$ cat src/rtl/router_fsm_if.sv
// Router input-port / FIFO-side signal bundle for the packet-sequencing controller.
// master = source and FIFO side, slave = router_fsm.
interface router_fsm_if;
  localparam int unsigned DATA_W = 8;
  localparam int unsigned FIFO_N = 3;

  logic              pkt_valid;
  logic [DATA_W-1:0] data_in;
  logic [FIFO_N-1:0] fifo_full;
  logic [FIFO_N-1:0] fifo_empty;
  logic [FIFO_N-1:0] read_enb;
  logic              busy;
  logic [FIFO_N-1:0] write_enb;
  logic [DATA_W-1:0] dout;
  logic              lfd_state;
  logic [FIFO_N-1:0] soft_reset;
  logic [FIFO_N-1:0] vld_out;
  logic              err;

  modport master (
    output pkt_valid, data_in, fifo_full, fifo_empty, read_enb,
    input  busy, write_enb, dout, lfd_state, soft_reset, vld_out, err
  );

  modport slave (
    input  pkt_valid, data_in, fifo_full, fifo_empty, read_enb,
    output busy, write_enb, dout, lfd_state, soft_reset, vld_out, err
  );
endinterface

$ cat src/rtl/router_fsm.sv
// Packet-sequencing controller: decodes headers, steers bytes into one of three FIFOs,
// checks parity/length and soft-resets FIFOs whose reader stalls for TIMEOUT cycles.
module router_fsm #(
  parameter int unsigned TIMEOUT = 30
) (
  input logic        clock,
  input logic        reset,
  router_fsm_if.slave bus
);
  localparam int unsigned DATA_W = 8;
  localparam int unsigned FIFO_N = 3;
  localparam int unsigned LEN_W  = 6;
  localparam int unsigned PAY_W  = 7;
  localparam int unsigned CNT_W  = 5;

  typedef enum logic [2:0] {DA, WTE, LFD, LD, CP, DROP} state_t;

  state_t            state;
  logic [DATA_W-1:0] hdr_reg;
  logic [DATA_W-1:0] par_acc;
  logic [DATA_W-1:0] rx_par;
  logic [1:0]        addr;
  logic [LEN_W-1:0]  len;
  logic [PAY_W-1:0]  pay_cnt;
  logic [FIFO_N-1:0] soft_reset_q;
  logic              err_q;
  logic [CNT_W-1:0]  cnt [FIFO_N];

  // Flags extended to 4 entries so an address of 3 reads back as 0.
  logic [3:0] full_x, empty_x, sr_x;
  logic [1:0] hdr_addr;
  logic       full_sel, empty_sel, abort, wr;

  assign full_x    = {1'b0, bus.fifo_full};
  assign empty_x   = {1'b0, bus.fifo_empty};
  assign sr_x      = {1'b0, soft_reset_q};
  assign hdr_addr  = bus.data_in[1:0];
  assign full_sel  = full_x[addr];
  assign empty_sel = empty_x[addr];
  assign abort     = sr_x[addr];

  always_ff @(posedge clock) begin
    if (reset) begin
      state        <= DA;
      hdr_reg      <= '0;
      par_acc      <= '0;
      rx_par       <= '0;
      addr         <= '0;
      len          <= '0;
      pay_cnt      <= '0;
      soft_reset_q <= '0;
      err_q        <= 1'b0;
      for (int k = 0; k < FIFO_N; k++) cnt[k] <= '0;
    end else begin
      case (state)
        DA: if (bus.pkt_valid) begin
          if (hdr_addr == 2'd3) begin
            state <= DROP;
            err_q <= 1'b1;
          end else begin
            hdr_reg <= bus.data_in;
            addr    <= hdr_addr;
            len     <= bus.data_in[7:2];
            par_acc <= bus.data_in;
            pay_cnt <= '0;
            state   <= empty_x[hdr_addr] ? LFD : WTE;
          end
        end
        WTE: if (empty_sel) state <= LFD;
        LFD: begin
          if (abort) begin
            state <= DROP;
            err_q <= 1'b1;
          end else begin
            state <= LD;
            err_q <= 1'b0;
          end
        end
        LD: begin
          if (abort) begin
            state <= DROP;
            err_q <= 1'b1;
          end else if (!full_sel) begin
            if (bus.pkt_valid) begin
              par_acc <= par_acc ^ bus.data_in;
              if (pay_cnt != {PAY_W{1'b1}}) pay_cnt <= pay_cnt + PAY_W'(1);
            end else begin
              rx_par <= bus.data_in;
              state  <= CP;
            end
          end
        end
        CP: begin
          err_q <= (par_acc != rx_par) || (pay_cnt != {1'b0, len}) || (len == '0);
          state <= DA;
        end
        DROP: if (!bus.pkt_valid) state <= DA;
        default: state <= DA;
      endcase

      // Per-FIFO stall watchdog: a stalled reader flushes its FIFO after TIMEOUT cycles.
      for (int k = 0; k < FIFO_N; k++) begin
        if (!bus.fifo_empty[k] && !bus.read_enb[k]) begin
          if (cnt[k] == CNT_W'(TIMEOUT - 1)) begin
            soft_reset_q[k] <= 1'b1;
            cnt[k]          <= '0;
          end else begin
            soft_reset_q[k] <= 1'b0;
            cnt[k]          <= cnt[k] + CNT_W'(1);
          end
        end else begin
          soft_reset_q[k] <= 1'b0;
          cnt[k]          <= '0;
        end
      end
    end
  end

  assign wr            = (state == LFD) || ((state == LD) && !full_sel);
  assign bus.busy      = (state == WTE) || (state == LFD) || (state == CP) ||
                         ((state == LD) && full_sel);
  assign bus.write_enb = wr ? FIFO_N'(4'b0001 << addr) : '0;
  assign bus.dout      = (state == LFD) ? hdr_reg :
                         (state == LD)  ? bus.data_in : '0;
  assign bus.lfd_state = (state == LFD);
  assign bus.soft_reset = soft_reset_q;
  assign bus.err        = err_q;
  assign bus.vld_out    = ~bus.fifo_empty;
endmodule

$ cat src/flat_wrapper.sv
// flat-port wrapper written by rule: the top's interface ports become plain ports
module router_fsm_flat 
#(
  parameter int unsigned TIMEOUT = 30
)
  (clock, reset, bus_pkt_valid, bus_data_in, bus_fifo_full, bus_fifo_empty, bus_read_enb, bus_busy, bus_write_enb, bus_dout, bus_lfd_state, bus_soft_reset, bus_vld_out, bus_err);
  router_fsm_if bus_i ();
  input logic clock;
  input logic reset;
  input wire logic [$bits(bus_i.pkt_valid)-1:0] bus_pkt_valid;
  input wire logic [$bits(bus_i.data_in)-1:0] bus_data_in;
  input wire logic [$bits(bus_i.fifo_full)-1:0] bus_fifo_full;
  input wire logic [$bits(bus_i.fifo_empty)-1:0] bus_fifo_empty;
  input wire logic [$bits(bus_i.read_enb)-1:0] bus_read_enb;
  output wire logic [$bits(bus_i.busy)-1:0] bus_busy;
  output wire logic [$bits(bus_i.write_enb)-1:0] bus_write_enb;
  output wire logic [$bits(bus_i.dout)-1:0] bus_dout;
  output wire logic [$bits(bus_i.lfd_state)-1:0] bus_lfd_state;
  output wire logic [$bits(bus_i.soft_reset)-1:0] bus_soft_reset;
  output wire logic [$bits(bus_i.vld_out)-1:0] bus_vld_out;
  output wire logic [$bits(bus_i.err)-1:0] bus_err;
  assign bus_i.pkt_valid = bus_pkt_valid;
  assign bus_i.data_in = bus_data_in;
  assign bus_i.fifo_full = bus_fifo_full;
  assign bus_i.fifo_empty = bus_fifo_empty;
  assign bus_i.read_enb = bus_read_enb;
  assign bus_busy = bus_i.busy;
  assign bus_write_enb = bus_i.write_enb;
  assign bus_dout = bus_i.dout;
  assign bus_lfd_state = bus_i.lfd_state;
  assign bus_soft_reset = bus_i.soft_reset;
  assign bus_vld_out = bus_i.vld_out;
  assign bus_err = bus_i.err;
  router_fsm #(.TIMEOUT(TIMEOUT)) u_core (.clock(clock), .reset(reset), .bus(bus_i));
endmodule
$ cat config.mk
export PLATFORM = sky130hd
export DESIGN_NAME = router_fsm_flat
export DESIGN_NICKNAME = d
export VERILOG_FILES = /design/src/rtl/router_fsm_if.sv /design/src/rtl/router_fsm.sv /design/src/flat_wrapper.sv
export SDC_FILE = /design/constraint.sdc
export NUM_CORES = 1
export LEC_CHECK = 0
export ABC_AREA = 1
export BUFFER_PORTS_ARGS = -buffer_cell sky130_fd_sc_hd__buf_2
export CAP_MARGIN = 20
export CORE_MARGIN = 10
export CORE_UTILIZATION = 51
export CTS_BUF_LIST = sky130_fd_sc_hd__clkbuf_16
export DETAILED_ROUTE_END_ITERATION = 16
export MAX_ROUTING_LAYER = met4
export PLACE_DENSITY = 0.8
export RECOVER_POWER = 25
export SLEW_MARGIN = 20
export SYNTH_ARGS = -nofsm -noshare
export SYNTH_HDL_FRONTEND = slang
export SYNTH_SLANG_ARGS = --single-unit
$ cat constraint.sdc
create_clock -name clock -period 3.5 [get_ports clock]
set_clock_uncertainty 0.15 [all_clocks]
set_input_delay 0.35 -clock clock [delete_from_list [all_inputs] [get_ports clock]]
set_output_delay 0.35 -clock clock [all_outputs]
set_load 0.02 [all_outputs]
==> summary.txt <==
DR iter-0 viols = 190
Hold Path End = u_core.bus.soft_reset[1]$_SDFF_PP0_
Clock Tree Buf Depth = 2
R2R depth = 8
RD Place Congestion = 0.942
CTS clk-pin slew, worst paths = 0.07 ns
Post-Route WL = 7690 microns
Overall Global Routing Usage = 16.5%
largest reg by FF count = u_core.cnt
Final #Nets = 513
RSZ-0062 raised after global routing = no
Post-DP Area = 0.00334 sq mm
Root Buffer = clkbuf_16
Final TNS setup = 0 ns
Post CTS Setup Buffer Count = 0
Reg2Reg Setup Slack = 1.00 ns
Worst Path Arrival = 2.22 ns
CP required = 3.00 ns
Yosys warning total = 0
Clock Sinks = 53
ratio of cells with drive above 1 in the final layout = 11.1%
ANT cells = 0
Die W = 97.3 microns
post-route cell area = 0.00349 sq mm
Synth Area in Simple Gates = 30.3%
fmax = 0.368 GHz
Hold Worst Slack = 0.0783 ns
std cell rows = 28
H-tree depth = 2
# IOs = 40
Post-synth EDFFs = 15
relative slew slack = 46.6%
hold path depth = 2
Core Util, Final = 59.7%
mux share of post-synthesis cell area = 0%
CTS tree = built
Compound-Gate Fraction of Synth Area = 14.6%
Post-CTS Hold Fix Bufs = 0
hold_sp = bus_read_enb[1]
run status = finished clean
CP startpoint kind = flip-flop
Fin. Hold Viols = 0
die area = 0.00947 sq mm
core area = 0.00585 sq mm
Power Dens Cells = 612 mW/mm^2
post-synthesis register bit count = 53
PostCTS Resize Cnt = 0
CP endpoint kind = primary output
sequential fraction of the synthesis area = 39.7%
mean post-synth cell area = 6.97 sq um
post-route ant nets = 0
wire per inst = 13.7 microns
Mapped Cells = 437
Post-Syn Area = 0.00305 sq mm
share of flip-flops with an asynchronous set or reset = 0%
Pre-antenna DRT Iters = 5
via count = 3035
Vias per Instance = 5.40
Worst Max-Slew Pin Slew = 0.799 ns
Crit Path Class = flip-flop to primary output
vias in the first global route = 2857
P&R area growth vs syn = 14.5%
Pins Over Slew Limit = 0
post-synthesis xor/xnor area fraction = 4.02%
Final setup viols = 0
die height = 97.3 microns
Tcrit/Tclk final = 77.7%
Period minus WS final = 2.72 ns
initial antenna violation count = 0
Final HPWL DP = 5720 microns
CTS Buf Count = 5
largest family of logic cells by synthesized area = simple AND/OR/NAND/NOR gates
Regs by FF count = u_core.cnt (15), u_core.par_acc (8), u_core.rx_par (8)
Largest register FFs = 15
Synth Flop Type = dfxtp_1
Starting Density = 52.1%
drt drc = 0
first-pass GRT wire length = 13100 microns
Worst R2R Start = u_core.state[2]$_SDFFE_PP0P_
max-cap violations = 0
largest net degree at the start of global routing = 23
GRT overflow = 0
Post-Synth Adder-Cell Area = 2.87%
synth unique cells = 35
Max IR drop VDD = 0.274 mV
port bufs = 39
worst r2r dst = u_core.pay_cnt[1]$_SDFFE_PP0P_
worst-path maximum fanout = 20
leakage power total = 1.55 nW
Worst-Skew Late Latency = 0.29 ns
Hold WC Path Type = input pin to flip-flop
==> where the power goes <==
| part | internal, mW | leakage, nW | total, mW | switching, mW |
|---|---|---|---|---|
| logic | 0.262 | 0.999 | 0.798 | 0.536 |
| registers | 0.717 | 0.464 | 0.804 | 0.0868 |
| clock network | 0.309 | 0.0838 | 0.534 | 0.225 |
==> metrics by stage <==
stage / worst slack (ns) / instances / power, mW
after global routing: 0.593 / 562 / 2.29
final: 0.780 / 562 / 2.14
after floorplan: 1.66 / 451 / 1.41
after global placement: 1.18 / 554 / 1.59
after CTS: 0.806 / 562 / 2.14
after detailed placement: 1.11 / 554 / 1.60
==> worst max-delay path, cell delays in order (launching register included) <==
cell and delay [ns]:
dfxtp_1 0.33, inv_2 0.10, nand3_1 0.56, inv_2 0.52, nand2_2 0.16, nand3_1 0.10
buf_2 0.16
==> cell usage after synthesis, drive strengths merged (6+ instances only) <==
master  number  area share [%]
ha           7             2.9
nor3         6            0.99
nand2       78              10
nand3       34             6.2
o22ai        7             1.4
dfxtp       38              25
inv         53             6.5
buf          6             1.1
edfxtp      15              15
o21ai       41             6.7
nor2        83              11
xnor2       10             2.9
a21oi       33             5.4
==> layer usage <==
| metal | vias up | global-route usage [%] | share of wire [%] |
|---|---|---|---|
| li1 | 1515 | - | - |
| met1 | 1405 | 19.2 | 44 |
| met2 | 108 | 27.6 | 49 |
| met3 | 7 | 3.98 | 6.5 |
| met4 | 0 | 4.81 | 0.92 |
| met5 | - | - | 0 |
==> layout by cell type (no fill, tap or decap), types with 8 or more instances in the layout <==
master / instances
nor2_1: 81
nand2_1: 74
inv_1: 50
dfxtp_1: 38
o21ai_0: 33
a21oi_1: 33
nand3_1: 32
buf_2: 32
edfxtp_1: 15
conb_1: 15
xnor2_1: 10
o21ai_1: 8
==> layout make-up <==
class                      instances  area, sq um
sequential                        53         1210
inverter                          54          203
timing repair buffer              39          186
clock inverter                     2         12.5
clock buffer                       6          150
multi-input combinational        333         1630
fill                             542         2360
tap                               75         93.8
==> worst max path at each step <==
stage                                 start  cells past startpoint  slack (ns)                             end
6_report       u_core.state[2]$_SDFFE_PP0P_                      6        0.78                        bus_busy
5_1_grt        u_core.state[2]$_SDFFE_PP0P_                      6        0.59                        bus_busy
4_1_cts        u_core.state[2]$_SDFFE_PP0P_                      6        0.81                        bus_busy
3_5_place_dp   u_core.state[2]$_SDFFE_PP0P_                      8        1.11  u_core.pay_cnt[5]$_SDFFE_PP0P_
3_3_place_gp   u_core.state[2]$_SDFFE_PP0P_                      6        1.18                        bus_busy
2_1_floorplan  u_core.state[2]$_SDFFE_PP0P_                      5        1.66                     bus_dout[6]
==> cells by family (layout without fill, tap and decap cells) <==
group | Yosys count | after routing
simple gates | 212 | 212
compound gates | 85 | 85
buf+inv | 65 | 101
flops | 53 | 53
xor+xnor | 14 | 14
fa+ha+maj | 7 | 7
other cells | 1 | 15
Power figures use the tool's default switching activity.
